--- config.mk ---
export PLATFORM = sky130hd
export DESIGN_NAME = score_keeper
export DESIGN_NICKNAME = d
export VERILOG_FILES = /design/src/rtl/score_keeper.sv
export SDC_FILE = /design/constraint.sdc
export NUM_CORES = 1
export LEC_CHECK = 0
export CORE_MARGIN = 2
export CORE_UTILIZATION = 47
export DETAILED_ROUTE_END_ITERATION = 12
export PLACE_DENSITY = 0.72
export SLEW_MARGIN = 40
export SYNTH_ARGS = -nofsm -noshare
export SYNTH_HDL_FRONTEND = slang
export SYNTH_SLANG_ARGS = --single-unit
export TNS_END_PERCENT = 10
--- constraint.sdc ---
create_clock -name clk -period 2.05 [get_ports clk]
set_input_delay 0.41 -clock clk [delete_from_list [all_inputs] [get_ports clk]]
set_output_delay 0.41 -clock clk [all_outputs]
set_load 0.01 [all_outputs]
--- src/rtl/score_keeper.sv ---
// Score registers for two players: converts level hits into single increments,
// enforces a post-hit cooldown, detects the win and holds the result until cleared.
module score_keeper #(
  parameter int SCORE_W         = 5,
  parameter int WIN_SCORE       = 10,
  parameter int COOLDOWN_CYCLES = 16
) (
  input  logic               clk,
  input  logic               rst_n,
  input  logic               start,
  input  logic               clear,
  input  logic               hit_p1,
  input  logic               hit_p2,
  output logic [SCORE_W-1:0] score_p1,
  output logic [SCORE_W-1:0] score_p2,
  output logic               score_changed,
  output logic               game_over,
  output logic [1:0]         winner
);

  // state     | meaning
  // IDLE      | no match running, scores hold
  // PLAYING   | hit edges are counted
  // COOLDOWN  | all hits ignored for COOLDOWN_CYCLES cycles after a counted hit
  // GAME_OVER | a player reached WIN_SCORE; scores and winner hold until clear
  typedef enum logic [1:0] {
    IDLE      = 2'd0,
    PLAYING   = 2'd1,
    COOLDOWN  = 2'd2,
    GAME_OVER = 2'd3
  } state_t;

  localparam int CNT_W = (COOLDOWN_CYCLES > 1) ? $clog2(COOLDOWN_CYCLES) : 1;
  localparam logic [CNT_W-1:0]   CNT_LOAD = CNT_W'(COOLDOWN_CYCLES - 1);
  localparam logic [SCORE_W-1:0] WIN_VAL  = SCORE_W'(WIN_SCORE);

  state_t             state, state_nxt;
  logic [CNT_W-1:0]   cnt, cnt_nxt;
  logic [SCORE_W-1:0] p1_nxt, p2_nxt;
  logic [SCORE_W-1:0] p1_inc, p2_inc;
  logic [1:0]         winner_nxt;
  logic               hit1_q, hit2_q;
  logic               edge1, edge2;
  logic               win1, win2;

  assign edge1  = hit_p1 & ~hit1_q;
  assign edge2  = hit_p2 & ~hit2_q;
  assign p1_inc = score_p1 + SCORE_W'(edge1);
  assign p2_inc = score_p2 + SCORE_W'(edge2);
  assign win1   = edge1 && (p1_inc == WIN_VAL);
  assign win2   = edge2 && (p2_inc == WIN_VAL);

  // Hit history samples in every state so an edge outside PLAYING is consumed, not queued.
  always_ff @(posedge clk or negedge rst_n) begin
    if (!rst_n) begin
      hit1_q <= 1'b0;
      hit2_q <= 1'b0;
    end else begin
      hit1_q <= hit_p1;
      hit2_q <= hit_p2;
    end
  end

  always_ff @(posedge clk or negedge rst_n) begin
    if (!rst_n) begin
      state         <= IDLE;
      cnt           <= '0;
      score_p1      <= '0;
      score_p2      <= '0;
      winner        <= 2'b00;
      score_changed <= 1'b0;
    end else begin
      state         <= state_nxt;
      cnt           <= cnt_nxt;
      score_p1      <= p1_nxt;
      score_p2      <= p2_nxt;
      winner        <= winner_nxt;
      score_changed <= (p1_nxt != score_p1) || (p2_nxt != score_p2);
    end
  end

  always_comb begin
    state_nxt  = state;
    cnt_nxt    = cnt;
    p1_nxt     = score_p1;
    p2_nxt     = score_p2;
    winner_nxt = winner;
    if (clear) begin
      state_nxt  = IDLE;
      cnt_nxt    = '0;
      p1_nxt     = '0;
      p2_nxt     = '0;
      winner_nxt = 2'b00;
    end else begin
      case (state)
        IDLE: begin
          if (start) state_nxt = PLAYING;
        end
        PLAYING: begin
          if (edge1 || edge2) begin
            p1_nxt = p1_inc;
            p2_nxt = p2_inc;
            if (win1 || win2) begin
              state_nxt  = GAME_OVER;
              winner_nxt = {win2, win1};
            end else begin
              cnt_nxt   = CNT_LOAD;
              state_nxt = COOLDOWN;
            end
          end
        end
        COOLDOWN: begin
          if (cnt == '0) state_nxt = PLAYING;
          else           cnt_nxt   = cnt - CNT_W'(1);
        end
        GAME_OVER: begin
          state_nxt = GAME_OVER;
        end
        default: begin
          state_nxt = IDLE;
        end
      endcase
    end
  end

  always_comb begin
    game_over = (state == GAME_OVER);
  end

endmodule

# Word-level counts from Yosys, hierarchy flattened

Cells that the tools add are included.

Flip-flop bits (word level): 21
Input bits: 6
Output and inout bits: 14
Logic and storage cells: 62

Add/subtract/negate cells: 3
Equality and inequality tests: 12
Muxes and demuxes: 21
Bitwise logic cells: 4
Reduce and logical (&&, ||, !) cells: 14

Operators with widths:

| kind                                                               | count |
|---|---|
| 5-bit 2-to-1 mux                                                   | 6 |
| 2-bit 2-to-1 mux                                                   | 8 |
| 4-bit 2-to-1 mux                                                   | 4 |
| 3-bit inequality test, second input constant                       | 5 |
| 5-bit by 1-bit adder with 5-bit output                             | 2 |
| 5-bit by 4-bit == test with 1-bit output, second input constant    | 2 |
| 5-bit inequality test                                              | 2 |
| 2-bit case mux with 4 select lines                                 | 1 |
| 4-bit case mux with 2 select lines                                 | 1 |
| 3-bit AND reduction                                                | 2 |
| 2-bit nonzero test                                                 | 3 |
| 2-bit == test, second input constant                               | 2 |
| 4-bit zero test                                                    | 1 |
| 4-bit AND reduction                                                | 1 |
| 4-bit by 1-bit subtractor with 4-bit output, second input constant | 1 |
| 1-bit logical OR                                                   | 3 |
| 3-bit nonzero test                                                 | 1 |
| 1-bit AND                                                          | 2 |
| 2-bit by 1-bit == test with 1-bit output, second input constant    | 1 |
| 1-bit logical AND                                                  | 2 |
| 2-bit zero test                                                    | 1 |
| 1-bit NOT                                                          | 2 |
| 1-bit 2-to-1 mux                                                   | 1 |

# Depth between registers and ports, before layout

Gate-level depths: netlist of the first run.

Word-level depth: 10
Mapped depth: 9
Mapped depth without buffers: 9

# Worst setup path after synthesis of the first run

Ideal clock, no wire load.

Path kind: input -> register
Start: in hit_p2
End: reg score_changed
Setup time: 0.134 ns
Data arrival time: 1.989 ns
Required time: 1.916 ns
Slack: -0.073 ns
Stages on the path: 9
Path buffers: 0
Cell sequence: nor2b_2 ha_1 ha_1 inv_1 o22ai_1 a2111oi_0 nand4_1 a221oi_1 o21ai_1

Cells in the longest elaborated chain, start to end: 7

RTL lines:

| element                                                                    | line    | source |
|---|---|---|
| from (decl)                                                                | 13      | `input logic hit_p2,` |
| 1-bit AND *                                                                | 47      | `assign edge2 = hit_p2 & ~hit2_q;` |
| 5-bit by 1-bit adder with 5-bit output or 1-bit logical OR (tied branches) | 49, 100 |  |
| 5-bit 2-to-1 mux                                                           | 100     | `if (edge1 \|\| edge2) begin` |
| 5-bit 2-to-1 mux                                                           | 95      | `case (state)` |
| 5-bit 2-to-1 mux                                                           | 88      | `if (clear) begin` |
| 5-bit inequality test                                                      | 78      | `score_changed <= (p1_nxt != score_p1) \|\| (p2_nxt != score_p2);` |
| 1-bit logical OR *                                                         | 78      |  |
| to (signal assigned)                                                       | 78      |  |
| to (decl)                                                                  | 16      | `output logic score_changed,` |

Mark *: on every way between the ends. The rest lies on a longest branch, timed or not.
A chain may end at the register's enable or synchronous reset.

# Final worst setup path of the first run

Start: reg hit1_q
End: reg cnt[1]

Cells in the longest elaborated chain, start to end: 8

RTL lines:

| element                                  | line | source |
|---|---|---|
| from (decl)                              | 42   | `logic hit1_q, hit2_q;` |
| from (signal assigned)                   | 59   | `hit1_q <= hit_p1;` |
| 1-bit NOT *                              | 46   | `assign edge1 = hit_p1 & ~hit1_q;` |
| 1-bit AND *                              | 46   |  |
| 5-bit by 1-bit adder with 5-bit output   | 48   | `assign p1_inc = score_p1 + SCORE_W'(edge1);` |
| 5-bit by 4-bit == test with 1-bit output | 50   | `assign win1 = edge1 && (p1_inc == WIN_VAL);` |
| 1-bit logical AND                        | 50   |  |
| 1-bit logical OR                         | 103  | `if (win1 \|\| win2) begin` |
| 3-bit inequality test (no line)          | n/a  |  |
| 4-bit AND reduction (no line) *          | n/a  |  |
| to (signal assigned)                     | 74   | `cnt <= cnt_nxt;` |
| to (decl)                                | 38   | `logic [CNT_W-1:0] cnt, cnt_nxt;` |

Marked as above.

==> results of run 1 <==
==> flip-flops by register name, summed over array words and instances, names as in the netlist <==
name	flops
score_changed	1
winner	2
score_p2	5
hit1_q	1
score_p1	5
state	2
hit2_q	1
cnt	4
==> layout make-up <==
| cell class | instances | share of cell area |
|---|---|---|
| Sequential cell | 21 | 0.288 |
| Timing Repair Buffer | 48 | 0.223 |
| Multi-Input combinational cell | 103 | 0.437 |
| Inverter | 8 | 0.0165 |
| Clock buffer | 4 | 0.0144 |
| Tap cell | 30 | 0.0206 |
==> synthesized netlist by cell type (2+ instances only) <==
cell type / number / share of area
dfrtp_1: 21 / 0.42
nor2_1: 15 / 0.045
a21oi_1: 12 / 0.048
nand2_1: 9 / 0.027
inv_1: 8 / 0.024
o21ai_0: 8 / 0.032
xor2_1: 6 / 0.042
ha_1: 5 / 0.050
or3_1: 5 / 0.025
xnor2_1: 5 / 0.035
nand3_1: 3 / 0.012
and2_1: 2 / 0.0099
buf_2: 2 / 0.0079
nand3_2: 2 / 0.016
nand4_1: 2 / 0.0099
nor3_1: 2 / 0.0079
o21ai_1: 2 / 0.0079
or2_4: 2 / 0.014
==> power by group through the flow <==
stage	Sequential [mW]	Clock, mW	Combinational [mW]
global placement	0.454	0	0.153
detailed placement	0.455	0	0.159
global route	0.453	0.228	0.191
finish	0.450	0.206	0.173
floorplan	0.453	0	0.0921
CTS	0.448	0.211	0.171
==> worst paths after layout <==
path / slack [ps] / start / end
worst min register to register: 530 / winner[1]$_DFFE_PN0P_ / winner[1]$_DFFE_PN0P_
min in group asynchronous: 430 / rst_n / hit1_q$_DFF_PN0_
max in group asynchronous: 1400 / rst_n / score_p2[1]$_DFF_PN0_
worst max register to register: -30 / hit1_q$_DFF_PN0_ / cnt[1]$_DFFE_PN0P_
worst min-delay path: 330 / hit_p1 / hit1_q$_DFF_PN0_
worst max-delay path: -30 / hit1_q$_DFF_PN0_ / cnt[1]$_DFFE_PN0P_
==> cells by family (layout without fill, tap and decap cells) <==
group,after synthesis,after routing,share of synthesized area
multiplexers,1,1,0.00792
buffers and inverters,12,60,0.0436
XOR/XNOR,11,11,0.0762
adder cells (fa/ha/maj),5,5,0.0495
AO/OA/AOI/OAI,33,33,0.166
flip-flops,21,21,0.416
AND/OR/NAND/NOR,53,53,0.241
==> worst reg2reg max path, stage by stage (launching register included) <==
cell,delay (ps)
dfrtp_1,420
nor2b_4,160
ha_4,160
ha_4,140
nand3_4,100
xor2_2,200
nand4_2,140
o22ai_4,100
or2_4,250
a311o_1,300
==> timing repair <==
action	in CTS	in global routing
gates resized for setup	18	5
pin swaps	11	5
endpoints found under the setup margin	8	8
endpoints found under the hold margin	0	0
buffers inserted	3	1
==> metal layers <==
| metal | up-vias | global-route usage | routed length [µm] |
|---|---|---|---|
| li1 | 578 | - | - |
| met1 | 583 | 0.276 | 1510 |
| met2 | 27 | 0.393 | 1650 |
| met3 | 7 | 0.0349 | 123 |
| met4 | 0 | 0.105 | 76 |
| met5 | - | 0 | 0 |
==> flow_summary.json, run 1 <==
{
  "synth_cells": 136,
  "multiInputGateArea_um2": 797,
  "clk_latency_ps": 310,
  "start_kind": "register",
  "maxSlewHeadroom": 0.765,
  "final.min_clock_period_ps": 2080,
  "clkSinkCount": 21,
  "grt_max_degree": 22,
  "finish.instance_area_mm2": 0.00182,
  "power_density_mw_per_mm2": 455,
  "timing.final.crit_share": 1.01,
  "holdBufCountCts": 0,
  "ir_drop_v": 0.000407,
  "worst-endpoint-arrival_ps": 2290,
  "path_buf_inv": 0,
  "synth_edf_count": 0,
  "hpwl_um": 2290,
  "grt_pass1_vias": 1251,
  "cts_tree": "built",
  "port_buffers": 19,
  "diodes": 0,
  "routed_wl_um": 3370,
  "synth_warnings": 0,
  "routabilityCongestion": 0.885,
  "ff2ff_path_depth": 9,
  "core_area_mm2": 0.00252,
  "h-tree-depth": 1,
  "p_sw_frac": 0.282,
  "critPathMaxFanout": 5,
  "place_inst": 206,
  "finalHoldViolCount": 0,
  "crit_path_max_incr_delay_ps": 420,
  "cts_made_buffers": 3,
  "p_clk_frac": 0.249,
  "fin_hold_ws_ps": 329,
  "drive_gt1_frac": 0.315,
  "first_iter_violations": 46,
  "path_depth": 9,
  "fmax_mhz": 481,
  "wl_per_cell_um": 15.7,
  "cp-end-kind": "register",
  "final.setup.tns_ps": -39.6,
  "grt_pass1_wl_um": 5580,
  "critical-path-top-delay-family": "simple AND/OR/NAND/NOR gates",
  "setup_violations": 2,
  "overflow": 0,
  "worst_slack_ps": -29.2,
  "drt_pass1_iterations": 4,
  "path_cells": "nor2b_4, ha_4, ha_4, nand3_4, xor2_2, nand4_2, o22ai_4, or2_4, a311o_1",
  "remaining_drc_errors": 0,
  "die_h_um": 55.9,
  "grtUsageTotal": 0.227,
  "violations": "negative setup slack",
  "ys_seq_elements": 21,
  "antenna_found_initial": 0,
  "tightest_slew_ps": 352,
  "areaGrowthSynthToFinish_pct": 44.2,
  "comb_power_share": 0.209,
  "avgSynthCellArea_um2": 9.29,
  "p_int_uw": 595,
  "drv_cap": 0,
  "fp.dieW_um": 55.9,
  "finalPower_uw": 829,
  "die-area_mm2": 0.00312,
  "fin_cells": 214,
  "ys.flop_type": "dfrtp_1",
  "critical_path.most_common_cell": "ha_4",
  "cts_root_buf": "clkbuf_4",
  "ff_latch_area_um2": 526,
  "slowest_stage": "dfrtp_1",
  "mostFrequentLayoutCell": "buf_4",
  "pwr-share-seq": 0.542,
  "hp-class": "in -> reg",
  "ant_nets": 0,
  "layout_common_cells": "buf_4 (29), dfrtp_1 (21), clkdlybuf4s50_1 (17)",
  "synthArstFlopShare": 1.00,
  "synth_cell_types": 43,
  "syn_nets": 147,
  "whs_path_depth": 1,
  "syn_area_mm2": 0.00126,
  "status": "complete, but fails checks",
  "path_clk_slew_ps": 120,
  "clockBufferDepth": 2,
  "finClkSkew_ps": 4.91,
  "netSwitchingPower_uw": 234,
  "dp_slack_ps": -536,
  "required_ps": 2260,
  "rows": 18,
  "yosysSeqAreaShare": 0.416,
  "grt_setup_unrepaired": "true",
  "vias": 1195,
  "ios": 20,
  "fill_cells": 180,
  "p_leak_nw": 0.738,
  "final_util": 0.722,
  "post_drt_via_cell_ratio": 5.58,
  "start_util": 0.501,
  "path_class": "reg -> reg",
  "fin_nets": 196,
  "finalMaxSlewViolations": 0,
  "dpl_cell_area_mm2": 0.00165
}
Note: power is estimated with default switching activity, not from simulation.
==> run 2: changes to the inputs <==
--- a/config.mk
+++ b/config.mk
@@ -6,10 +6,11 @@
 export NUM_CORES = 1
 export LEC_CHECK = 0
 export CORE_MARGIN = 2
-export CORE_UTILIZATION = 47
+export CORE_UTILIZATION = 55
 export DETAILED_ROUTE_END_ITERATION = 12
-export PLACE_DENSITY = 0.72
-export SLEW_MARGIN = 40
+export DONT_BUFFER_PORTS = 1
+export PLACE_DENSITY = 0.71
+export SLEW_MARGIN = 20
 export SYNTH_ARGS = -nofsm -noshare
 export SYNTH_HDL_FRONTEND = slang
 export SYNTH_SLANG_ARGS = --single-unit
==> run 2 against run 1 <==
- the flow still finishes with violations (negative setup slack)
- critical path type unchanged
- sequential cell count unchanged
- via count is 7.6% lower
- combinational power shrank 24%
- utilization down 1.7 points
- critical endpoint unchanged
- clock-buffer cell count shrank 1
- maximum frequency decreased by 1.4%
- first-iteration DRC count is 52% lower
- die area fell by 14%
==> flow_summary.json, run 2 (synthesis results as in run 1) <==
{
  "grtUsageTotal": 0.226,
  "hpwl_um": 1980,
  "worst_slack_ps": -59.4,
  "finish.instance_area_mm2": 0.00155,
  "remaining_drc_errors": 0,
  "fmax_mhz": 474,
  "status": "complete, but fails checks",
  "start_kind": "register",
  "cts_made_buffers": 3,
  "final.setup.tns_ps": -146,
  "fin_hold_ws_ps": 108,
  "overflow": 0,
  "vias": 1104,
  "grt_pass1_wl_um": 4550,
  "path_clk_slew_ps": 120,
  "ir_drop_v": 0.000336,
  "critPathMaxFanout": 5,
  "p_leak_nw": 0.636,
  "finalMaxSlewViolations": 0,
  "rows": 17,
  "start_util": 0.577,
  "fin_cells": 185,
  "path_class": "reg -> reg",
  "cts_root_buf": "clkbuf_4",
  "violations": "negative setup slack",
  "mostFrequentLayoutCell": "dfrtp_1",
  "hp-class": "in -> reg",
  "antenna_found_initial": 0,
  "port_buffers": 0,
  "critical-path-top-delay-family": "simple AND/OR/NAND/NOR gates",
  "grt_pass1_vias": 1072,
  "die_h_um": 51.9,
  "finClkSkew_ps": 8.03,
  "cp-end-kind": "register",
  "core_area_mm2": 0.00219,
  "crit_path_max_incr_delay_ps": 400,
  "clkSinkCount": 21,
  "layout_common_cells": "dfrtp_1 (21), buf_4 (20), nor2_1 (15)",
  "clk_latency_ps": 310,
  "path_cells": "nor2b_2, ha_2, ha_4, nand3_4, xor2_2, nand4_1, o22ai_4, or2_4, a311o_1",
  "dp_slack_ps": -156,
  "ios": 20,
  "die-area_mm2": 0.00270,
  "drive_gt1_frac": 0.299,
  "drv_cap": 0,
  "post_drt_via_cell_ratio": 5.97,
  "slowest_stage": "dfrtp_1",
  "final_util": 0.705,
  "finalPower_uw": 784,
  "dpl_cell_area_mm2": 0.00139,
  "fin_nets": 169,
  "drt_pass1_iterations": 4,
  "worst-endpoint-arrival_ps": 2310,
  "routed_wl_um": 2860,
  "clockBufferDepth": 2,
  "first_iter_violations": 22,
  "path_buf_inv": 0,
  "required_ps": 2250,
  "timing.final.crit_share": 1.03,
  "areaGrowthSynthToFinish_pct": 22.3,
  "finalHoldViolCount": 0,
  "grt_max_degree": 23,
  "routabilityCongestion": 0.834,
  "grt_setup_unrepaired": "true",
  "wl_per_cell_um": 15.4,
  "ant_nets": 0,
  "diodes": 0,
  "h-tree-depth": 1,
  "maxSlewHeadroom": 0.363,
  "largestRegisters": "score_p1: 5 flops, score_p2: 5 flops, cnt: 4 flops",
  "power_density_mw_per_mm2": 507,
  "place_inst": 176,
  "tightest_slew_ps": 953,
  "fp.dieW_um": 51.9,
  "cts_tree": "built",
  "final.min_clock_period_ps": 2110,
  "setup_violations": 4
}
## run 2: changes by cell type in the layout (fill, tap and decap cells not counted), moves of 2 or more
cell / change
dlygate4sd2_1: -2
clkdlybuf4s50_1: -17
or3_4: +2
ha_2: +2
ha_4: -3
buf_4: -9
## run 2: power breakdown
part           internal, mW  leakage, nW  total (mW)  switching [mW]
Sequential            0.431        0.285       0.449          0.0182
Combinational        0.0617        0.333       0.131          0.0697
Clock                0.0730       0.0177       0.204           0.131
## run 2: worst paths after layout
path | start | slack, ps | cells after the start | endpoint
worst max-delay path | hit2_q$_DFF_PN0_ | -60 | 9 | cnt[1]$_DFFE_PN0P_
worst min-delay path | hit_p2 | 110 | 0 | hit2_q$_DFF_PN0_
worst max register to register | hit2_q$_DFF_PN0_ | -60 | 9 | cnt[1]$_DFFE_PN0P_
worst min register to register | winner[0]$_DFFE_PN0P_ | 580 | 2 | winner[0]$_DFFE_PN0P_
max in group asynchronous | rst_n | 790 | 1 | hit1_q$_DFF_PN0_
min in group asynchronous | rst_n | 680 | 1 | state[0]$_DFFE_PN0P_
## run 2: per-layer routing
metal,part of all wire,track usage,vias up
li1,-,-,522
met1,0.43,0.277,552
met2,0.52,0.397,26
met3,0.043,0.0402,4
met4,0.010,0.0789,0
met5,0,0,-
## run 2: repair_timing
action,4_1_cts,5_1_grt
setup endpoints to repair,6,7
pin swaps,6,4
hold endpoints to repair,21,0
hold buffers,1,0
buffers inserted,3,1
gates resized for setup,7,9
## run 2: layout make-up
cell class | count | area (µm²)
Timing Repair Buffer | 21 | 160
Fill cell | 166 | 646
Sequential cell | 21 | 526
Clock buffer | 3 | 22.5
Inverter | 8 | 30.0
Tap cell | 28 | 35.0
Multi-Input combinational cell | 103 | 767
Clock inverter | 1 | 5.00
